`config.mk`:
```
export PLATFORM = sky130hd
export DESIGN_NAME = seq_alu_flat
export DESIGN_NICKNAME = d
export VERILOG_FILES = /design/src/rtl/seq_alu_if.sv /design/src/rtl/seq_alu.sv /design/src/flat_wrapper.sv
export SDC_FILE = /design/constraint.sdc
export NUM_CORES = 1
export LEC_CHECK = 0
export CAP_MARGIN = 20
export CORE_ASPECT_RATIO = 1.5
export CORE_MARGIN = 4
export CORE_UTILIZATION = 55
export CTS_CLUSTER_DIAMETER = 40
export DETAILED_ROUTE_END_ITERATION = 7
export PLACE_DENSITY_LB_ADDON = 0.25
export SYNTH_ARGS = -nofsm -noshare
export SYNTH_HDL_FRONTEND = slang
export SYNTH_SLANG_ARGS = --single-unit
```
`constraint.sdc`:
```
create_clock -name clk -period 4.45 [get_ports clk]
set_clock_uncertainty 0.05 [all_clocks]
set_input_delay 1.335 -clock clk [delete_from_list [all_inputs] [get_ports clk]]
set_output_delay 1.335 -clock clk [all_outputs]
set_load 0.005 [all_outputs]
```
`src/rtl/seq_alu_if.sv`:
```
// Request/completion bundle for seq_alu: operands and op in, results, flags and status out.
interface seq_alu_if #(
  parameter int unsigned WIDTH = 19
);
  logic             in_valid;
  logic             in_ready;
  logic [1:0]       op;
  logic [WIDTH-1:0] a;
  logic [WIDTH-1:0] b;
  logic             flush;
  logic             out_valid;
  logic [WIDTH-1:0] result;
  logic [WIDTH-1:0] result_hi;
  logic [3:0]       flags;
  logic             err;
  logic             busy;

  modport master (
    output in_valid, op, a, b, flush,
    input  in_ready, out_valid, result, result_hi, flags, err, busy
  );

  modport slave (
    input  in_valid, op, a, b, flush,
    output in_ready, out_valid, result, result_hi, flags, err, busy
  );
endinterface

```
`src/rtl/seq_alu.sv`:
```
// Sequential ALU: 1-cycle add/sub, WIDTH-cycle shift-add multiply and restoring divide.
// Define SEQ_ALU_DIV_EN to build the divider; otherwise op 11 completes at once with err set.
module seq_alu #(
  parameter int unsigned WIDTH = 19,
  parameter int unsigned CNT_W = $clog2(WIDTH + 1)
) (
  input logic      clk,
  input logic      reset,
  seq_alu_if.slave bus
);

  typedef enum logic [1:0] {StIdle, StCalc, StDone} state_e;

  state_e           state_q, state_d;
  logic [CNT_W-1:0] cnt_q, cnt_d;
  logic [WIDTH-1:0] b_q, b_d;
  logic [WIDTH-1:0] hi_q, hi_d;
  logic [WIDTH-1:0] lo_q, lo_d;
  logic             out_valid_q, out_valid_d;
  logic [WIDTH-1:0] result_q, result_d;
  logic [WIDTH-1:0] result_hi_q, result_hi_d;
  logic [3:0]       flags_q, flags_d;
  logic             err_q, err_d;

  logic [WIDTH-1:0] b_eff;
  logic [WIDTH:0]   add_sum;
  logic [WIDTH:0]   mul_sum;
  logic [WIDTH-1:0] step_hi, step_lo;
  logic             load, c_fin, v_fin;
`ifdef SEQ_ALU_DIV_EN
  logic             div_q, div_d;
  logic [WIDTH:0]   trial;
  logic             ge;
`endif

  always_comb begin
    b_eff   = bus.op[0] ? ~bus.b : bus.b;
    add_sum = {1'b0, bus.a} + {1'b0, b_eff} + {{WIDTH{1'b0}}, bus.op[0]};

    // hi:lo holds partial product above the not-yet-consumed multiplier bits.
    mul_sum = {1'b0, hi_q} + {1'b0, b_q & {WIDTH{lo_q[0]}}};
    step_hi = mul_sum[WIDTH:1];
    step_lo = {mul_sum[0], lo_q[WIDTH-1:1]};
`ifdef SEQ_ALU_DIV_EN
    // hi is the partial remainder, lo shifts dividend bits out and quotient bits in.
    trial = {hi_q, lo_q[WIDTH-1]};
    ge    = (trial >= {1'b0, b_q});
    if (div_q) begin
      step_hi = ge ? (trial[WIDTH-1:0] - b_q) : trial[WIDTH-1:0];
      step_lo = {lo_q[WIDTH-2:0], ge};
    end
`endif

    state_d     = state_q;
    cnt_d       = cnt_q;
    b_d         = b_q;
    hi_d        = hi_q;
    lo_d        = lo_q;
    out_valid_d = 1'b0;
    result_d    = result_q;
    result_hi_d = result_hi_q;
    flags_d     = flags_q;
    err_d       = err_q;
    load        = 1'b0;
    c_fin       = 1'b0;
    v_fin       = 1'b0;
`ifdef SEQ_ALU_DIV_EN
    div_d       = div_q;
`endif

    case (state_q)
      StIdle: begin
        // flush blocks a same-cycle accept.
        if (bus.in_valid && !bus.flush) begin
          b_d   = bus.b;
          lo_d  = bus.a;
          hi_d  = '0;
          cnt_d = '0;
          case (bus.op)
            2'b00, 2'b01: begin
              load        = 1'b1;
              result_d    = add_sum[WIDTH-1:0];
              result_hi_d = '0;
              err_d       = 1'b0;
              c_fin       = add_sum[WIDTH];
              v_fin       = (bus.a[WIDTH-1] == b_eff[WIDTH-1]) &&
                            (add_sum[WIDTH-1] != bus.a[WIDTH-1]);
            end
            2'b10: begin
              state_d = StCalc;
`ifdef SEQ_ALU_DIV_EN
              div_d   = 1'b0;
`endif
            end
            default: begin
`ifdef SEQ_ALU_DIV_EN
              if (bus.b == '0) begin
                load        = 1'b1;
                result_d    = '1;
                result_hi_d = bus.a;
                err_d       = 1'b1;
              end else begin
                state_d = StCalc;
                div_d   = 1'b1;
              end
`else
              load        = 1'b1;
              result_d    = '0;
              result_hi_d = '0;
              err_d       = 1'b1;
`endif
            end
          endcase
        end
      end
      StCalc: begin
        if (bus.flush) begin
          state_d = StIdle;
        end else begin
          hi_d = step_hi;
          lo_d = step_lo;
          if (cnt_q == CNT_W'(WIDTH - 1)) begin
            load        = 1'b1;
            result_d    = step_lo;
            result_hi_d = step_hi;
            err_d       = 1'b0;
`ifdef SEQ_ALU_DIV_EN
            v_fin       = !div_q && (step_hi != '0);
`else
            v_fin       = (step_hi != '0);
`endif
          end else begin
            cnt_d = cnt_q + CNT_W'(1);
          end
        end
      end
      default: state_d = StIdle;
    endcase

    if (load) begin
      state_d     = StDone;
      out_valid_d = 1'b1;
      flags_d     = {result_d[WIDTH-1], (result_d == '0), c_fin, v_fin};
    end
  end

  always_ff @(posedge clk or posedge reset) begin
    if (reset) begin
      state_q     <= StIdle;
      cnt_q       <= '0;
      b_q         <= '0;
      hi_q        <= '0;
      lo_q        <= '0;
      out_valid_q <= 1'b0;
      result_q    <= '0;
      result_hi_q <= '0;
      flags_q     <= '0;
      err_q       <= 1'b0;
`ifdef SEQ_ALU_DIV_EN
      div_q       <= 1'b0;
`endif
    end else begin
      state_q     <= state_d;
      cnt_q       <= cnt_d;
      b_q         <= b_d;
      hi_q        <= hi_d;
      lo_q        <= lo_d;
      out_valid_q <= out_valid_d;
      result_q    <= result_d;
      result_hi_q <= result_hi_d;
      flags_q     <= flags_d;
      err_q       <= err_d;
`ifdef SEQ_ALU_DIV_EN
      div_q       <= div_d;
`endif
    end
  end

  assign bus.in_ready  = (state_q == StIdle);
  assign bus.busy      = (state_q != StIdle);
  assign bus.out_valid = out_valid_q;
  assign bus.result    = result_q;
  assign bus.result_hi = result_hi_q;
  assign bus.flags     = flags_q;
  assign bus.err       = err_q;

endmodule

```
`src/flat_wrapper.sv`:
```
// flat-port wrapper written by rule: the top's interface ports become plain ports
module seq_alu_flat 
#(
  parameter int unsigned WIDTH = 19,
  parameter int unsigned CNT_W = $clog2(WIDTH + 1)
)
  (clk, reset, bus_in_valid, bus_op, bus_a, bus_b, bus_flush, bus_in_ready, bus_out_valid, bus_result, bus_result_hi, bus_flags, bus_err, bus_busy);
  seq_alu_if #(.WIDTH(WIDTH)) bus_i ();
  input logic clk;
  input logic reset;
  input wire logic [$bits(bus_i.in_valid)-1:0] bus_in_valid;
  input wire logic [$bits(bus_i.op)-1:0] bus_op;
  input wire logic [$bits(bus_i.a)-1:0] bus_a;
  input wire logic [$bits(bus_i.b)-1:0] bus_b;
  input wire logic [$bits(bus_i.flush)-1:0] bus_flush;
  output wire logic [$bits(bus_i.in_ready)-1:0] bus_in_ready;
  output wire logic [$bits(bus_i.out_valid)-1:0] bus_out_valid;
  output wire logic [$bits(bus_i.result)-1:0] bus_result;
  output wire logic [$bits(bus_i.result_hi)-1:0] bus_result_hi;
  output wire logic [$bits(bus_i.flags)-1:0] bus_flags;
  output wire logic [$bits(bus_i.err)-1:0] bus_err;
  output wire logic [$bits(bus_i.busy)-1:0] bus_busy;
  assign bus_i.in_valid = bus_in_valid;
  assign bus_i.op = bus_op;
  assign bus_i.a = bus_a;
  assign bus_i.b = bus_b;
  assign bus_i.flush = bus_flush;
  assign bus_in_ready = bus_i.in_ready;
  assign bus_out_valid = bus_i.out_valid;
  assign bus_result = bus_i.result;
  assign bus_result_hi = bus_i.result_hi;
  assign bus_flags = bus_i.flags;
  assign bus_err = bus_i.err;
  assign bus_busy = bus_i.busy;
  seq_alu #(.WIDTH(WIDTH), .CNT_W(CNT_W)) u_core (.clk(clk), .reset(reset), .bus(bus_i));
endmodule
```
==> key figures <==
Setup path
  • Reg2reg start: u_core.lo_q[0]
  • Worst path cell trace: buf_4 > xor2_2 > inv_1 > fa_2 > buf_4 > xnor2_1 > a221oi_1 > nand2_1 > or4b_4 > nor4_4 > or4b_4 > or4_4 > o41ai_2
  • Critical path type: input port to register
  • Crit. Startpoint: bus_op[0]
  • R2r setup slk: 510 ps
  • Startpoint Class: input port
  • R2R Path End: u_core.bus.flags[0]
  • Critical Path Sink: u_core.bus.flags[2]
  • Crit end category: register
  • Worst endpoint required time: 4650 ps
  • Slowest stage delay, CP: 560 ps
  • R2R depth: 13
  • Worst path arrival time: 4660 ps
  • Max stage delay cell, worst path: or4b_4
  • Crit Path Max Fanout: 5

Global route
  • Vias in the first global route: about 6,700
  • First-pass GRT wire length: between 30,000 and 40,000 µm
  • Grt ovf: 0
  • Largest net degree at the start of global routing: 74
  • M3 GR Usage: 4.128%
  • Initial antenna violation count: 0
  • Global-route met1 utilization: 31.89%
  • Top Usage Layer GRT: met2
  • Met2 Track Usage GR: between 50% and 60%
  • Global-route usage over all layers: between 20% and 30%

Pwr
  • Logic pwr share: 32.8%
  • Sequential Power Share: 38.9%
  • Peak VDD IR: 0.0002470 V
  • Internal: 2.154 mW
  • Net Switching: 0.9965 mW
  • Leak: 4.181 nW
  • Sw Share: 31.63%
  • Clock Power Share: 28.3%
  • Power Density: between 300 and 400 mW/mm²
  • Overall Power: 3.151 mW

Synth
  • Syn avg cell area: ~9 µm²
  • Top FF cell, synth: dfrtp_1
  • Number of distinct library cells after synthesis: just over 60
  • Synthesized area: between 0.006 and 0.007 mm²
  • Ys async rst share: 100.0%
  • Register area share after synthesis: around two fifths
  • Flops & latches, synth: approximately 110
  • Ys Warns: 0
  • Post-Synthesis Cells: around 770
  • Synthesized Nets: 854
  • Post-synth EDFFs: 0

Timing
  • Worst rel slew slack: 45.52%
  • Slew Viols, Final: 0
  • Final setup violation count: 1
  • Hold Fails Final Rpt: 0
  • Min cycle time layout: 4458 ps
  • RSZ-0062 raised after global routing: true
  • Period utilization: 100.2%
  • Maximum clock rate: between 0.2 and 0.25 GHz
  • Slew at the pin with the worst max-slew slack: a little over 800 ps
  • Setup ws final: -8.383 ps

Cells and area
  • Register Area: 0.002703 mm²
  • Net count of the finished layout: a little over 1,000
  • Fraction of layout cells with a size suffix above 1: 15.94%
  • # fillers: 882
  • P&R area growth vs syn: 31.18%
  • Multi-input gate area: 0.003914 mm²
  • Antenna cells: 0
  • Non-Filler Instances: 1,088

Status
  • Failing checks: setup timing
  • Status: finished, violations left

Die
  • Die area: around 0.014 mm²
  • Die Ht: approximately 140 µm
  • Starting Density: 56.24%
  • Core area: 0.01202 mm²
  • Site Rows: 49
  • Die extent in x: 98.51 µm
  • I/O pin cnt: 90

Worst hold path
  • Worst hold path class: register to register

Routing
  • DRC: 0
  • Via-per-instance ratio: between 5 and 6
  • Routed Antenna Nets: 0
  • Via count: roughly 6,200
  • Final WL: 19,440 µm
  • DRT Pass-1 Iters: 5
  • Initial drt markers: between 200 and 300
  • Routed wire length per instance: 17.87 µm

Placed design
  • Pre-CTS WS: -1036 ps
  • Routability congestion estimate: 0.9051
  • Inst Count DP: 1,067
  • Post-DP HPWL: 14,770 µm
  • PortBufs: 89

Clocking
  • Clk sinks: 108
  • Reg clk slew, reported paths: 80 ps
  • CTS Hold Bufs: 0
  • Clk root buf: clkbuf_16
  • Clk Latency, worst-skew pair: 350 ps
  • H-Tree Depth: 3
  • Deepest clock path buffer count: 2
  • Total CTS buffers: 9
  • CTS tree: built

Job
  • Maxcap violations: 0
[worst max-delay path: cells and delay by family]
kind	cells	cell delay (ps)
and+or+nand+nor	5	1750
xor gates and xnor gates	2	320
buffers and inverters	3	380
adders and majority gates	1	390
AOI/OAI and AO/OA	2	470
[flip-flops by register name, summed over array words and instances, names as in the netlist]
register	cells
u_core.b_q	19
u_core.bus.err	1
u_core.state_q	2
u_core.bus.flags	4
u_core.bus.result_hi	19
u_core.lo_q	19
u_core.bus.out_valid	1
u_core.hi_q	19
u_core.bus.result	19
u_core.cnt_q	5
[layout make-up]
| type | instances | area share [%] |
|---|---|---|
| multi-input combinational | 597 | 44.15 |
| sequential | 108 | 30.49 |
| timing repair buffer | 189 | 18.46 |
| clock buffer | 10 | 2.583 |
| tap | 153 | 2.159 |
| inverter | 25 | 1.087 |
| clock inverter | 6 | 1.073 |
[per-stage QoR]
stage | hold slack (ps) | area (µm²) | TNS, ps | util, %
finish | 425.0 | 8865 | -8.383 | 73.77
CTS | 424.4 | 8865 | -14.67 | 73.77
global placement | 400.4 | 8443 | -2121 | 70.26
global route | 454.7 | 8865 | -141.8 | 73.77
detailed placement | 406.5 | 8443 | -2442 | 70.26
floorplan | 387.4 | 6773 | -199.6 | -
[routing by layer]
layer  part of all wire, %  vias up
li1                      -     3018
met1                    39     2986
met2                    54      173
met3                   3.6       56
met4                   3.7        0
met5                     0        -
[synthesized netlist by cell type, drive strengths merged, types with 6 or more instances]
cell type | count | area [µm²]
mux2i | 21 | 210.2
inv | 25 | 93.84
a22oi | 15 | 117.6
xor2 | 32 | 280.3
nand2 | 154 | 578.1
or2 | 6 | 37.54
nand2b | 8 | 50.05
dfrtp | 108 | 2703
buf | 11 | 53.80
a22o | 7 | 61.31
a31oi | 7 | 43.79
clkbuf | 25 | 93.84
nor3 | 11 | 55.05
nor2b | 8 | 50.05
and2 | 20 | 125.1
a21oi | 28 | 140.1
xnor2 | 17 | 148.9
o21ai | 85 | 425.4
nor2 | 31 | 116.4
nand3 | 14 | 70.07
ha | 42 | 525.5
a21o | 15 | 112.6
[layout by cell type, fill, tap and decap left out, drive strengths merged, types with 3 or more instances in the layout]
master / synthesis / routed
buf: 11 / 103
clkbuf: 25 / 10
and2: 20 / 20
a22oi: 15 / 15
dlygate4sd2: 0 / 5
xnor2: 17 / 17
or2: 6 / 6
nor3: 11 / 11
a31oi: 7 / 7
ha: 42 / 42
o211ai: 5 / 5
or4b: 3 / 3
o21bai: 3 / 3
nand3: 14 / 14
a21oi: 28 / 28
nor2b: 8 / 8
inv: 25 / 27
clkdlybuf4s50: 0 / 79
xor2: 32 / 32
o41ai: 3 / 3
a211oi: 3 / 3
nor3b: 4 / 4
o21ai: 85 / 85
a22o: 7 / 7
mux2i: 21 / 21
a21o: 15 / 15
or3: 3 / 3
nor2: 31 / 31
nand2: 154 / 154
nand2b: 8 / 8
o21a: 4 / 4
nand4: 5 / 5
dfrtp: 108 / 108
nor4: 4 / 4
a222oi: 3 / 3
o31ai: 5 / 5
[how the worst min path moves through the flow]
| stage | from | to | slack (ps) | depth (start not counted) |
|---|---|---|---|---|
| 3_5_place_dp | u_core.b_q[12] | u_core.b_q[12] | 410 | 2 |
| 3_3_place_gp | u_core.b_q[8] | u_core.b_q[8] | 400 | 2 |
| 2_1_floorplan | u_core.b_q[0] | u_core.b_q[0] | 390 | 2 |
| 4_1_cts | u_core.b_q[8] | u_core.b_q[8] | 420 | 2 |
| 5_1_grt | u_core.b_q[17] | u_core.b_q[17] | 450 | 2 |
| 6_report | u_core.b_q[16] | u_core.b_q[16] | 430 | 2 |
[repair_timing]
action	in CTS	in global routing
setup buffers	6	0
gates resized for setup	39	0
endpoints found under the setup margin	4	1
pin swaps	16	4
[power groups by stage]
| stage | clock [mW] | sequential [mW] | combinational [mW] |
|---|---|---|---|
| global placement | 0 | 1.23 | 0.981 |
| detailed placement | 0 | 1.24 | 1.00 |
| CTS | 0.904 | 1.22 | 1.03 |
| finish | 0.892 | 1.22 | 1.03 |
| floorplan | 0 | 1.21 | 0.530 |
| global route | 0.934 | 1.24 | 1.14 |
[logic make-up (layout without fill, tap and decap cells)]
logic type / count (synthesis) / after routing / share of synthesized area (%)
DFF: 108 / 108 / 39.99
and+or+nand+nor: 282 / 282 / 19.66
adders and majority gates: 44 / 44 / 8.369
xor gates and xnor gates: 49 / 49 / 6.351
muxes: 21 / 21 / 3.111
AOI/OAI and AO/OA: 201 / 201 / 18.94
buffers and inverters: 61 / 230 / 3.573
No activity file was read; power rests on OpenSTA's default activity.
